===== config.mk =====
export PLATFORM = sky130hd
export DESIGN_NAME = ct_lsu_dcache_data_ctrl_flat
export DESIGN_NICKNAME = d
export VERILOG_FILES = /design/src/rtl/ct_lsu_dcache_data_ctrl_pkg.sv /design/src/rtl/ct_lsu_dcache_data_ctrl_if.sv /design/src/rtl/ct_lsu_dcache_rsp_fifo.sv /design/src/rtl/ct_lsu_dcache_data_ctrl.sv /design/src/flat_wrapper.sv
export SDC_FILE = /design/constraint.sdc
export NUM_CORES = 1
export LEC_CHECK = 0
export CAP_MARGIN = 20
export CORE_MARGIN = 2
export CORE_UTILIZATION = 40
export DETAILED_ROUTE_END_ITERATION = 16
export HOLD_SLACK_MARGIN = 0.05
export PLACE_DENSITY = 0.75
export SLEW_MARGIN = 15
export SYNTH_ARGS = -nofsm -noshare
export SYNTH_HDL_FRONTEND = slang
export SYNTH_SLANG_ARGS = --single-unit

===== constraint.sdc =====
create_clock -name forever_cpuclk -period 3.9 [get_ports forever_cpuclk]
set_input_delay 1.17 -clock forever_cpuclk [delete_from_list [all_inputs] [get_ports forever_cpuclk]]
set_output_delay 1.17 -clock forever_cpuclk [all_outputs]
set_load 0.02 [all_outputs]

===== src/rtl/ct_lsu_dcache_data_ctrl_pkg.sv =====
`default_nettype none
// ============================================================================
// ct_lsu_dcache_data_ctrl_pkg : shared widths, depths and grant encoding
// Rev 1.0
// ============================================================================
package ct_lsu_dcache_data_ctrl_pkg;

    localparam int IDX_W         = 11;
    localparam int DATA_W        = 32;
    localparam int BE_W          = 4;
    localparam int FIFO_DEPTH    = 2;
    localparam int STARVE_THRESH = 3;

    typedef enum logic [1:0] {
        GNT_NONE  = 2'd0,
        GNT_LOAD  = 2'd1,
        GNT_STORE = 2'd2
    } grant_e;

endpackage
`default_nettype wire


===== src/rtl/ct_lsu_dcache_data_ctrl_if.sv =====
`default_nettype none
// ============================================================================
// ct_lsu_dcache_data_ctrl_if : load/store request, data array and response bus
// Rev 1.0
// ============================================================================
interface ct_lsu_dcache_data_ctrl_if;
    import ct_lsu_dcache_data_ctrl_pkg::*;

    logic              ld_req_vld;
    logic [IDX_W-1:0]  ld_req_idx;
    logic              ld_req_rdy;

    logic              st_req_vld;
    logic [IDX_W-1:0]  st_req_idx;
    logic [DATA_W-1:0] st_req_din;
    logic [BE_W-1:0]   st_req_be;
    logic              st_req_rdy;

    logic              data_gateclk_en;
    logic              data_sel_b;
    logic              data_gwen_b;
    logic [BE_W-1:0]   data_wen_b;
    logic [IDX_W-1:0]  data_idx;
    logic [DATA_W-1:0] data_din;
    logic [DATA_W-1:0] data_dout;

    logic              ld_rsp_vld;
    logic [DATA_W-1:0] ld_rsp_data;
    logic              ld_rsp_rdy;

    modport slave (
        input  ld_req_vld, ld_req_idx,
        input  st_req_vld, st_req_idx, st_req_din, st_req_be,
        input  data_dout, ld_rsp_rdy,
        output ld_req_rdy, st_req_rdy,
        output data_gateclk_en, data_sel_b, data_gwen_b, data_wen_b, data_idx, data_din,
        output ld_rsp_vld, ld_rsp_data
    );

    modport master (
        output ld_req_vld, ld_req_idx,
        output st_req_vld, st_req_idx, st_req_din, st_req_be,
        output data_dout, ld_rsp_rdy,
        input  ld_req_rdy, st_req_rdy,
        input  data_gateclk_en, data_sel_b, data_gwen_b, data_wen_b, data_idx, data_din,
        input  ld_rsp_vld, ld_rsp_data
    );

endinterface
`default_nettype wire


===== src/rtl/ct_lsu_dcache_rsp_fifo.sv =====
`default_nettype none
// ============================================================================
// ct_lsu_dcache_rsp_fifo : 2-entry valid/ready load response buffer
// Rev 1.0
// ============================================================================
module ct_lsu_dcache_rsp_fifo
    import ct_lsu_dcache_data_ctrl_pkg::*;
(
    input  wire logic              clk,
    input  wire logic              rst,
    input  wire logic              push_vld,
    output logic                   push_rdy,
    input  wire logic [DATA_W-1:0] push_data,
    output logic                   pop_vld,
    input  wire logic              pop_rdy,
    output logic [DATA_W-1:0]      pop_data,
    output logic [1:0]             occupancy
);

    localparam logic [1:0] c_full = 2'(FIFO_DEPTH);

    logic [DATA_W-1:0] r_mem [FIFO_DEPTH];
    logic              r_wr_ptr;
    logic              r_rd_ptr;
    logic [1:0]        r_count;
    logic              w_push;
    logic              w_pop;

    assign push_rdy  = (r_count != c_full);
    assign pop_vld   = (r_count != 2'd0);
    // Empty head reads as zero so the response bus is quiet when idle.
    assign pop_data  = pop_vld ? r_mem[r_rd_ptr] : '0;
    assign occupancy = r_count;
    assign w_push    = push_vld & push_rdy;
    assign w_pop     = pop_vld & pop_rdy;

    always_ff @(posedge clk or posedge rst) begin
        if (rst) begin
            for (int i = 0; i < FIFO_DEPTH; i++) begin
                r_mem[i] <= '0;
            end
            r_wr_ptr <= 1'b0;
            r_rd_ptr <= 1'b0;
            r_count  <= 2'd0;
        end else begin
            if (w_push) begin
                r_mem[r_wr_ptr] <= push_data;
                r_wr_ptr        <= ~r_wr_ptr;
            end
            if (w_pop) begin
                r_rd_ptr <= ~r_rd_ptr;
            end
            case ({w_push, w_pop})
                2'b10:   r_count <= r_count + 2'd1;
                2'b01:   r_count <= r_count - 2'd1;
                default: r_count <= r_count;
            endcase
        end
    end

endmodule
`default_nettype wire


===== src/rtl/ct_lsu_dcache_data_ctrl.sv =====
`default_nettype none
// ============================================================================
// ct_lsu_dcache_data_ctrl : load/store arbiter for the dcache data array
// Optional LSU_DCACHE_STARVE_GUARD_EN lets a starved load win over stores. Rev 1.0
// ============================================================================
module ct_lsu_dcache_data_ctrl
    import ct_lsu_dcache_data_ctrl_pkg::*;
(
    input  wire logic                 forever_cpuclk,
    input  wire logic                 cpurst,
    ct_lsu_dcache_data_ctrl_if.slave  bus
);

    logic       r_inflight;
    logic [1:0] w_occ;
    logic [1:0] w_credit;
    logic       w_pop;
    logic       w_credit_ok;
    logic       w_st_active;
    logic       w_force_ld;
    logic       w_ld_rdy;
    logic       w_ld_grant;
    logic       w_st_grant;
    logic       w_push_rdy;
    grant_e     w_grant;

    // Credit counts every load that is accepted but not yet handed back.
    assign w_credit    = w_occ + {1'b0, r_inflight};
    assign w_pop       = bus.ld_rsp_vld & bus.ld_rsp_rdy;
    assign w_credit_ok = (w_credit < 2'd2) | ((w_credit == 2'd2) & w_pop);
    assign w_st_active = bus.st_req_vld & (bus.st_req_be != '0);

`ifdef LSU_DCACHE_STARVE_GUARD_EN
    localparam logic [1:0] c_starve_max = 2'(STARVE_THRESH);

    logic [1:0] r_starve_cnt;
    logic       w_ld_waiting;

    assign w_ld_waiting = bus.ld_req_vld & w_credit_ok;
    assign w_force_ld   = (r_starve_cnt == c_starve_max);

    always_ff @(posedge forever_cpuclk or posedge cpurst) begin
        if (cpurst) begin
            r_starve_cnt <= 2'd0;
        end else if (w_ld_grant) begin
            r_starve_cnt <= 2'd0;
        end else if (w_st_grant && w_ld_waiting && (r_starve_cnt != c_starve_max)) begin
            r_starve_cnt <= r_starve_cnt + 2'd1;
        end
    end
`else
    assign w_force_ld = 1'b0;
`endif

    assign w_ld_rdy   = ~cpurst & w_credit_ok & (~w_st_active | w_force_ld);
    assign w_ld_grant = bus.ld_req_vld & w_ld_rdy;
    assign w_st_grant = ~cpurst & w_st_active & ~w_ld_grant;

    assign bus.ld_req_rdy = w_ld_rdy;
    // A zero-byte-enable store is accepted without touching the array.
    assign bus.st_req_rdy = ~cpurst & ~(w_st_active & w_ld_grant);

    always_comb begin
        w_grant = GNT_NONE;
        if (w_st_grant) begin
            w_grant = GNT_STORE;
        end else if (w_ld_grant) begin
            w_grant = GNT_LOAD;
        end
    end

    always_comb begin
        bus.data_gateclk_en = 1'b0;
        bus.data_sel_b      = 1'b1;
        bus.data_gwen_b     = 1'b1;
        bus.data_wen_b      = '1;
        bus.data_idx        = '0;
        bus.data_din        = '0;
        case (w_grant)
            GNT_STORE: begin
                bus.data_gateclk_en = 1'b1;
                bus.data_sel_b      = 1'b0;
                bus.data_gwen_b     = 1'b0;
                bus.data_wen_b      = ~bus.st_req_be;
                bus.data_idx        = bus.st_req_idx;
                bus.data_din        = bus.st_req_din;
            end
            GNT_LOAD: begin
                bus.data_gateclk_en = 1'b1;
                bus.data_sel_b      = 1'b0;
                bus.data_idx        = bus.ld_req_idx;
            end
            default: begin
            end
        endcase
    end

    always_ff @(posedge forever_cpuclk or posedge cpurst) begin
        if (cpurst) begin
            r_inflight <= 1'b0;
        end else begin
            r_inflight <= w_ld_grant;
        end
    end

    ct_lsu_dcache_rsp_fifo u_rsp_fifo (
        .clk       (forever_cpuclk),
        .rst       (cpurst),
        .push_vld  (r_inflight),
        .push_rdy  (w_push_rdy),
        .push_data (bus.data_dout),
        .pop_vld   (bus.ld_rsp_vld),
        .pop_rdy   (bus.ld_rsp_rdy),
        .pop_data  (bus.ld_rsp_data),
        .occupancy (w_occ)
    );

    // The credit limit must always leave room for the returning read.
    a_push_room: assert property (@(posedge forever_cpuclk) disable iff (cpurst)
        r_inflight |-> w_push_rdy);

endmodule
`default_nettype wire


===== src/flat_wrapper.sv =====
// flat-port wrapper written by rule: the top's interface ports become plain ports
module ct_lsu_dcache_data_ctrl_flat import ct_lsu_dcache_data_ctrl_pkg::*;
  (forever_cpuclk, cpurst, bus_ld_req_vld, bus_ld_req_idx, bus_st_req_vld, bus_st_req_idx, bus_st_req_din, bus_st_req_be, bus_data_dout, bus_ld_rsp_rdy, bus_ld_req_rdy, bus_st_req_rdy, bus_data_gateclk_en, bus_data_sel_b, bus_data_gwen_b, bus_data_wen_b, bus_data_idx, bus_data_din, bus_ld_rsp_vld, bus_ld_rsp_data);
  ct_lsu_dcache_data_ctrl_if bus_i ();
  input  wire logic forever_cpuclk;
  input  wire logic cpurst;
  input wire logic [$bits(bus_i.ld_req_vld)-1:0] bus_ld_req_vld;
  input wire logic [$bits(bus_i.ld_req_idx)-1:0] bus_ld_req_idx;
  input wire logic [$bits(bus_i.st_req_vld)-1:0] bus_st_req_vld;
  input wire logic [$bits(bus_i.st_req_idx)-1:0] bus_st_req_idx;
  input wire logic [$bits(bus_i.st_req_din)-1:0] bus_st_req_din;
  input wire logic [$bits(bus_i.st_req_be)-1:0] bus_st_req_be;
  input wire logic [$bits(bus_i.data_dout)-1:0] bus_data_dout;
  input wire logic [$bits(bus_i.ld_rsp_rdy)-1:0] bus_ld_rsp_rdy;
  output wire logic [$bits(bus_i.ld_req_rdy)-1:0] bus_ld_req_rdy;
  output wire logic [$bits(bus_i.st_req_rdy)-1:0] bus_st_req_rdy;
  output wire logic [$bits(bus_i.data_gateclk_en)-1:0] bus_data_gateclk_en;
  output wire logic [$bits(bus_i.data_sel_b)-1:0] bus_data_sel_b;
  output wire logic [$bits(bus_i.data_gwen_b)-1:0] bus_data_gwen_b;
  output wire logic [$bits(bus_i.data_wen_b)-1:0] bus_data_wen_b;
  output wire logic [$bits(bus_i.data_idx)-1:0] bus_data_idx;
  output wire logic [$bits(bus_i.data_din)-1:0] bus_data_din;
  output wire logic [$bits(bus_i.ld_rsp_vld)-1:0] bus_ld_rsp_vld;
  output wire logic [$bits(bus_i.ld_rsp_data)-1:0] bus_ld_rsp_data;
  assign bus_i.ld_req_vld = bus_ld_req_vld;
  assign bus_i.ld_req_idx = bus_ld_req_idx;
  assign bus_i.st_req_vld = bus_st_req_vld;
  assign bus_i.st_req_idx = bus_st_req_idx;
  assign bus_i.st_req_din = bus_st_req_din;
  assign bus_i.st_req_be = bus_st_req_be;
  assign bus_i.data_dout = bus_data_dout;
  assign bus_i.ld_rsp_rdy = bus_ld_rsp_rdy;
  assign bus_ld_req_rdy = bus_i.ld_req_rdy;
  assign bus_st_req_rdy = bus_i.st_req_rdy;
  assign bus_data_gateclk_en = bus_i.data_gateclk_en;
  assign bus_data_sel_b = bus_i.data_sel_b;
  assign bus_data_gwen_b = bus_i.data_gwen_b;
  assign bus_data_wen_b = bus_i.data_wen_b;
  assign bus_data_idx = bus_i.data_idx;
  assign bus_data_din = bus_i.data_din;
  assign bus_ld_rsp_vld = bus_i.ld_rsp_vld;
  assign bus_ld_rsp_data = bus_i.ld_rsp_data;
  ct_lsu_dcache_data_ctrl u_core (.forever_cpuclk(forever_cpuclk), .cpurst(cpurst), .bus(bus_i));
endmodule

==> flow_summary.ini, run 1 <==
[outcome]
outcome = finished clean

[pwr]
power.density_mw_per_mm2 = 690
totalPowerFinal_w = 0.00414
p_leak_nw = 2.76
vdd_drop_max_uv = 522

[critical_path]
startpoint_type = input pin
slowest_stage = or4_1
worst-path-max-fanout = 8
cp_cell_sequence = dlygate4sd2_1, or4_1, and3_4, bufbuf_16, and2_4, buf_4
critPathBufInv = 3
crit_type = in -> out
cp_top_family = simple AND/OR/NAND/NOR gates
max_stage_delay_ns = 0.54
reg2reg_depth = 4
required_ns = 2.73
end_kind = output port
crit_cells = 6
worstPathArrival_ns = 2.73

[place]
port_buffers = 179
place_ws_ns = -0.541
dpl-instance-area_sq_mm = 0.00574
place.gp.congestion = 0.829
dp_hpwl_mm = 7.54

[finish]
final_cell_area_sq_mm = 0.00601
drive_gt1_share_pct = 36.2
num-nets-final = 611
area_delta_synth_final_pct = 60.5
fillers = 735

[cts]
clock-sinks = 69
cts.path.max_buffers = 2
clkLatencyLatePin_ns = 0.34
numCtsBuffers = 9
cts.clk_slew.worst_paths_ns = 0.07
cts_tree = done
cts-htree-levels = 3
cts-root-buf = clkbuf_8

[floorplan]
fp.coreArea_sq_mm = 0.00915
die_width_um = 101
dieHeight_um = 101
fp-row-count = 35
start_util_pct = 40.9
dieArea_sq_mm = 0.0102
io_pins = 180

[sta]
setup_violations = 0
slew_viol_final = 0
post-route-period-util_pct = 99.9
fin_ws_ns = 0.00272
timing.fmax_mhz = 257
tightest_slew_ns = 0.984
period_minus_slack_ns = 3.90
slew_headroom_pct = 34.1
clock_skew_ns = 0.0110
rsz0062_at_grt = true
hold_viol_final = 0

[route]
num_vias = 3162
wl_per_cell_um = 16.8
drcViolationCount = 0
dr.max_layer_used = met4
wl_met3_um = 950
dr.pass1.iters = 4
postRouteAntennaNets = 0
drt_iter0_drc = 65
viasPerCell = 5.00
wl_mm = 10.6
met1_length_mm = 3.99
met2_wirelength_mm = 5.44

[synth]
syn-cell-area_sq_mm = 0.00374
synth_area_leaders = dfrtp_1 46%, mux2_2 18%, mux2i_1 8.6%
yosysWarnings = 0
synthDistinctLibCells = 32
yosys_register_bits = 69
netlist.area_leader.share_pct = 46.1
syn_avg_cell_area_sq_um = 11.6
netlist_instances = 322
yosysTopAreaCell = dfrtp_1
ys_seq_area_share_pct = 46.1
syn-num-nets = 419

[global_routing]
grt_start_max_net_pins = 45
grt_pass1_vias = 3332
grt_overflow = 0
grt_first_pass_wirelength_mm = 16.6
antenna_found_initial = 2
grt_use_total_pct = 21.0

[min_path]
hold-path-cell-count = 1
hold_class = reg -> reg

[flow_run]
maxCapViolCount = 0
registers in the layout (all words and copies together), names as in the netlist:
register                     count
u_core.r_inflight                1
u_core.u_rsp_fifo.occupancy      2
u_core.u_rsp_fifo.r_mem         64
u_core.u_rsp_fifo.r_rd_ptr       1
u_core.u_rsp_fifo.r_wr_ptr       1
Yosys cell counts (all sizes together):
cell	n
o221ai	1
mux2	64
dfrtp	69
nand2b	2
clkbuf	7
o32ai	11
inv	17
nand3	11
o211a	1
xor2	1
o211ai	1
and2	33
or4	1
nand2	5
xnor2	4
and3b	1
and3	1
o21ai	1
o22ai	1
ha	2
a21oi	1
buf	16
mux2i	32
o41ai	1
a21o	1
nor2	36
nor2b	1
layout by cell type, fill, tap and decap left out, drive strengths merged:
cell type	count
clkdlybuf4s50	124
dfrtp	69
buf	69
mux2	64
nor2	36
and2	33
mux2i	32
inv	18
nand3	11
clkbuf	11
o32ai	11
nand2	5
clkdlybuf4s15	5
xnor2	4
dlygate4sd2	4
diode	2
nand2b	2
ha	2
bufinv	2
bufbuf	2
clkinv	2
o211ai	1
o211a	1
xor2	1
o21ai	1
and3b	1
nor2b	1
o221ai	1
o41ai	1
or4	1
and3	1
a21o	1
a21oi	1
o22ai	1
layer usage:
metal	GRT usage (%)	up-vias
met1	23.1	1534
li1	-	1487
met5	0	-
met3	6.03	16
met2	37.8	125
met4	8.75	0
layout make-up:
cell class,instances,area (sq um),share of cell area [%]
Antenna cell,2,5.00,0.0833
Clock buffer,11,141,2.35
Clock inverter,5,82.6,1.37
Inverter,17,63.8,1.06
Multi-Input combinational cell,213,1860,30.9
Sequential cell,69,1730,28.8
Tap cell,111,139,2.31
Timing Repair Buffer,204,1990,33.2
worst register-to-register path, delay by kind of cell, from the launching register on:
kind | cells | cell delay, ns
AO/OA/AOI/OAI | 1 | 0.71
buffers and inverters | 2 | 0.51
flip-flops | 1 | 0.41
multiplexers | 1 | 0.36
timing repair:
item                       in CTS  in global routing
cloned                          3                  0
gates resized for setup       223                 27
setup buffers                   3                  2
pin swaps                       8                  0
hold buffers                    0                  0
setup endpoints to repair      51                 26
through the flow:
| stage | hold WS [ns] | utilization, % | instances | setup TNS (ns) |
|---|---|---|---|---|
| after floorplan | 0.464 | - | 322 | 0 |
| after global placement | 0.473 | 62.7 | 606 | -22.51 |
| after detailed placement | 0.485 | 62.7 | 606 | -24.54 |
| after CTS | 0.504 | 64.5 | 628 | 0 |
| after global routing | 0.517 | 65.7 | 632 | -0.0693 |
| final | 0.497 | 65.7 | 632 | 0 |
power by group:
group | total [W] | internal [W] | leakage (nW) | switching [W]
sequential | 0.00129 | 0.00107 | 0.824 | 0.000215
clock | 0.000655 | 0.000380 | 0.114 | 0.000275
combinational | 0.00220 | 0.00118 | 1.83 | 0.00102
cells by family after synthesis:
logic type,synth area share [%]
AO/OA/AOI/OAI,4.64
XOR/XNOR,1.17
adder cells (fa/ha/maj),0.668
buffers and inverters,5.51
flip-flops,46.1
multiplexers,27.8
AND/OR/NAND/NOR,14.1
final timing paths:
kind | slack (ns) | start | end
min reg2reg | 0.50 | u_core.u_rsp_fifo.r_wr_ptr | u_core.u_rsp_fifo.r_wr_ptr
max | 0.003 | bus_st_req_be[3] | bus_data_din[2]
min | 0.50 | u_core.u_rsp_fifo.r_wr_ptr | u_core.u_rsp_fifo.r_wr_ptr
max in group asynchronous | 1.83 | cpurst | u_core.u_rsp_fifo.r_mem[51]
min in group asynchronous | 1.44 | cpurst | u_core.u_rsp_fifo.r_mem[0]
max reg2reg | 1.79 | u_core.u_rsp_fifo.occupancy[1] | u_core.u_rsp_fifo.r_mem[56]
No activity file was read; power rests on OpenSTA's default activity.
==> run 2: changes to the inputs <==
--- a/config.mk
+++ b/config.mk
@@ -6,6 +6,7 @@
 export NUM_CORES = 1
 export LEC_CHECK = 0
 export CAP_MARGIN = 20
+export CORE_ASPECT_RATIO = 1.75
 export CORE_MARGIN = 2
 export CORE_UTILIZATION = 40
 export DETAILED_ROUTE_END_ITERATION = 16
==> flow_summary.ini, run 2 (same netlist as run 1, synthesis figures left out) <==
[route]
drt_iter0_drc = 83
wl_per_cell_um = 18.0
drcViolationCount = 0
wl_mm = 11.6
viasPerCell = 4.99
dr.pass1.iters = 4
num_vias = 3216
postRouteAntennaNets = 0

[critical_path]
end_kind = output port
crit_type = in -> out
max_stage_delay_ns = 0.43
worst-path-max-fanout = 14
startpoint_type = input pin
worstPathArrival_ns = 2.67
required_ns = 2.73
slowest_stage = clkdlybuf4s50_1
cp_cell_sequence = clkdlybuf4s50_1, and3b_1, o221ai_1, buf_4, a21o_1, clkdlybuf4s15_2

[floorplan]
die_width_um = 77.1
dieHeight_um = 132
dieArea_sq_mm = 0.0102
start_util_pct = 41.2
fp-row-count = 46
fp.coreArea_sq_mm = 0.00909
io_pins = 180

[sta]
slew_viol_final = 0
post-route-period-util_pct = 98.4
setup_violations = 0
hold_slack_ns = 0.492
tightest_slew_ns = 0.745
period_minus_slack_ns = 3.84
clock_skew_ns = 0.00627
rsz0062_at_grt = true
hold_viol_final = 0
fin_ws_ns = 0.0628
slew_headroom_pct = 50.3
timing.fmax_mhz = 261

[pwr]
swShare_pct = 36.8
power.density_mw_per_mm2 = 695
p_sw_w = 0.00154
seq_power_share_pct = 30.6
p_int_w = 0.00265
p_leak_nw = 2.79
clkPwrFrac_pct = 17.3
combPwrFrac_pct = 52.1
vdd_drop_max_uv = 529
totalPowerFinal_w = 0.00420

[finish]
finish.utilization_pct = 66.4
final_common_cell = clkdlybuf4s50_1
fillers = 740
mostFrequentLayoutCells = 124 x clkdlybuf4s50_1, 68 x dfrtp_1, 59 x mux2_2
largest_reg_flops = 64
regMostFlops = u_core.u_rsp_fifo.r_mem
multi_input_area_sq_mm = 0.00187
drive_gt1_share_pct = 37.7
num_antenna_cells = 0
area_delta_synth_final_pct = 61.3
register_area_sq_mm = 0.00173
finalNonFillerCells = 645
num-nets-final = 617

[global_routing]
grt_first_pass_wirelength_mm = 18.2
grt_pass1_vias = 3455
use_met1_pct = 24.4
grt_most_used_layer = met2
antenna_found_initial = 0
global_route.usage.met3_pct = 7.33
grt_overflow = 0
met2_usage_pct = 41.0
grt_use_total_pct = 23.1
grt_start_max_net_pins = 28

[cts]
clock-sinks = 69
cts-htree-levels = 3
cts-root-buf = clkbuf_16
cts_tree = done
numCtsBuffers = 9
cts.path.max_buffers = 2
cts.clk_slew.worst_paths_ns = 0.05
clkLatencyLatePin_ns = 0.33
cts.hold.buffers_added = 0

[place]
place.gp.congestion = 0.788
place_ws_ns = -0.589
dp_hpwl_mm = 8.46
placed_cells = 622
port_buffers = 179

[outcome]
outcome = finished clean

[flow_run]
maxCapViolCount = 0

[min_path]
hold_class = reg -> reg
run 2: worst max-delay path: cells and delay by family:
family | cells | cell delay (ns)
buffers and inverters | 3 | 0.94
AO/OA/AOI/OAI | 2 | 0.36
AND/OR/NAND/NOR | 1 | 0.19
run 2: timing repair:
action,4_1_cts,5_1_grt
pin swaps,3,2
gates resized for setup,224,31
cloned,4,0
setup endpoints to repair,51,25
setup buffers,2,1
run 2: per-layer routing:
metal | vias up | share of wire (%) | routed length, um
met5 | - | 0 | 0
met1 | 1548 | 37 | 4280
met4 | 0 | 2.9 | 335
met3 | 20 | 8.0 | 932
met2 | 146 | 52 | 6040
li1 | 1502 | - | -
run 2: cell type report:
cell class	instances	share of cell area, %
timing repair buffer	210	32.5
multi-input combinational	213	30.9
sequential	69	28.6
clock buffer	10	3.79
tap	120	2.49
inverter	17	1.06
clock inverter	6	0.663
run 2: power groups by stage:
| stage | clock [W] | combinational (W) | sequential [W] |
|---|---|---|---|
| 2_1_floorplan | 0 | 0.00133 | 0.00121 |
| 3_3_place_gp | 0 | 0.00217 | 0.00127 |
| 3_5_place_dp | 0 | 0.00220 | 0.00129 |
| 4_1_cts | 0.000742 | 0.00221 | 0.00128 |
| 5_1_grt | 0.000776 | 0.00234 | 0.00133 |
| 6_report | 0.000725 | 0.00219 | 0.00128 |
run 2: path summary, 6_finish.rpt:
| check | end | cells after the start | start | slack (ns) |
|---|---|---|---|---|
| max | bus_data_sel_b | 6 | bus_ld_rsp_rdy | 0.06 |
| min | u_core.u_rsp_fifo.r_mem[19] | 1 | u_core.u_rsp_fifo.r_mem[19] | 0.49 |
| max reg2reg | u_core.u_rsp_fifo.r_mem[62] | 4 | u_core.u_rsp_fifo.occupancy[1] | 1.81 |
| min reg2reg | u_core.u_rsp_fifo.r_mem[19] | 1 | u_core.u_rsp_fifo.r_mem[19] | 0.49 |
| max in group asynchronous | u_core.u_rsp_fifo.r_mem[15] | 5 | cpurst | 1.71 |
| min in group asynchronous | u_core.u_rsp_fifo.r_mem[3] | 4 | cpurst | 1.50 |
run 2: metrics by stage:
step | setup TNS (ns) | instance area [sq um]
finish | 0 | 6040
global route | -0.00103 | 6040
CTS | -0.140 | 5980
detailed placement | -27.27 | 5750
global placement | -26.85 | 5750
floorplan | 0 | 3740
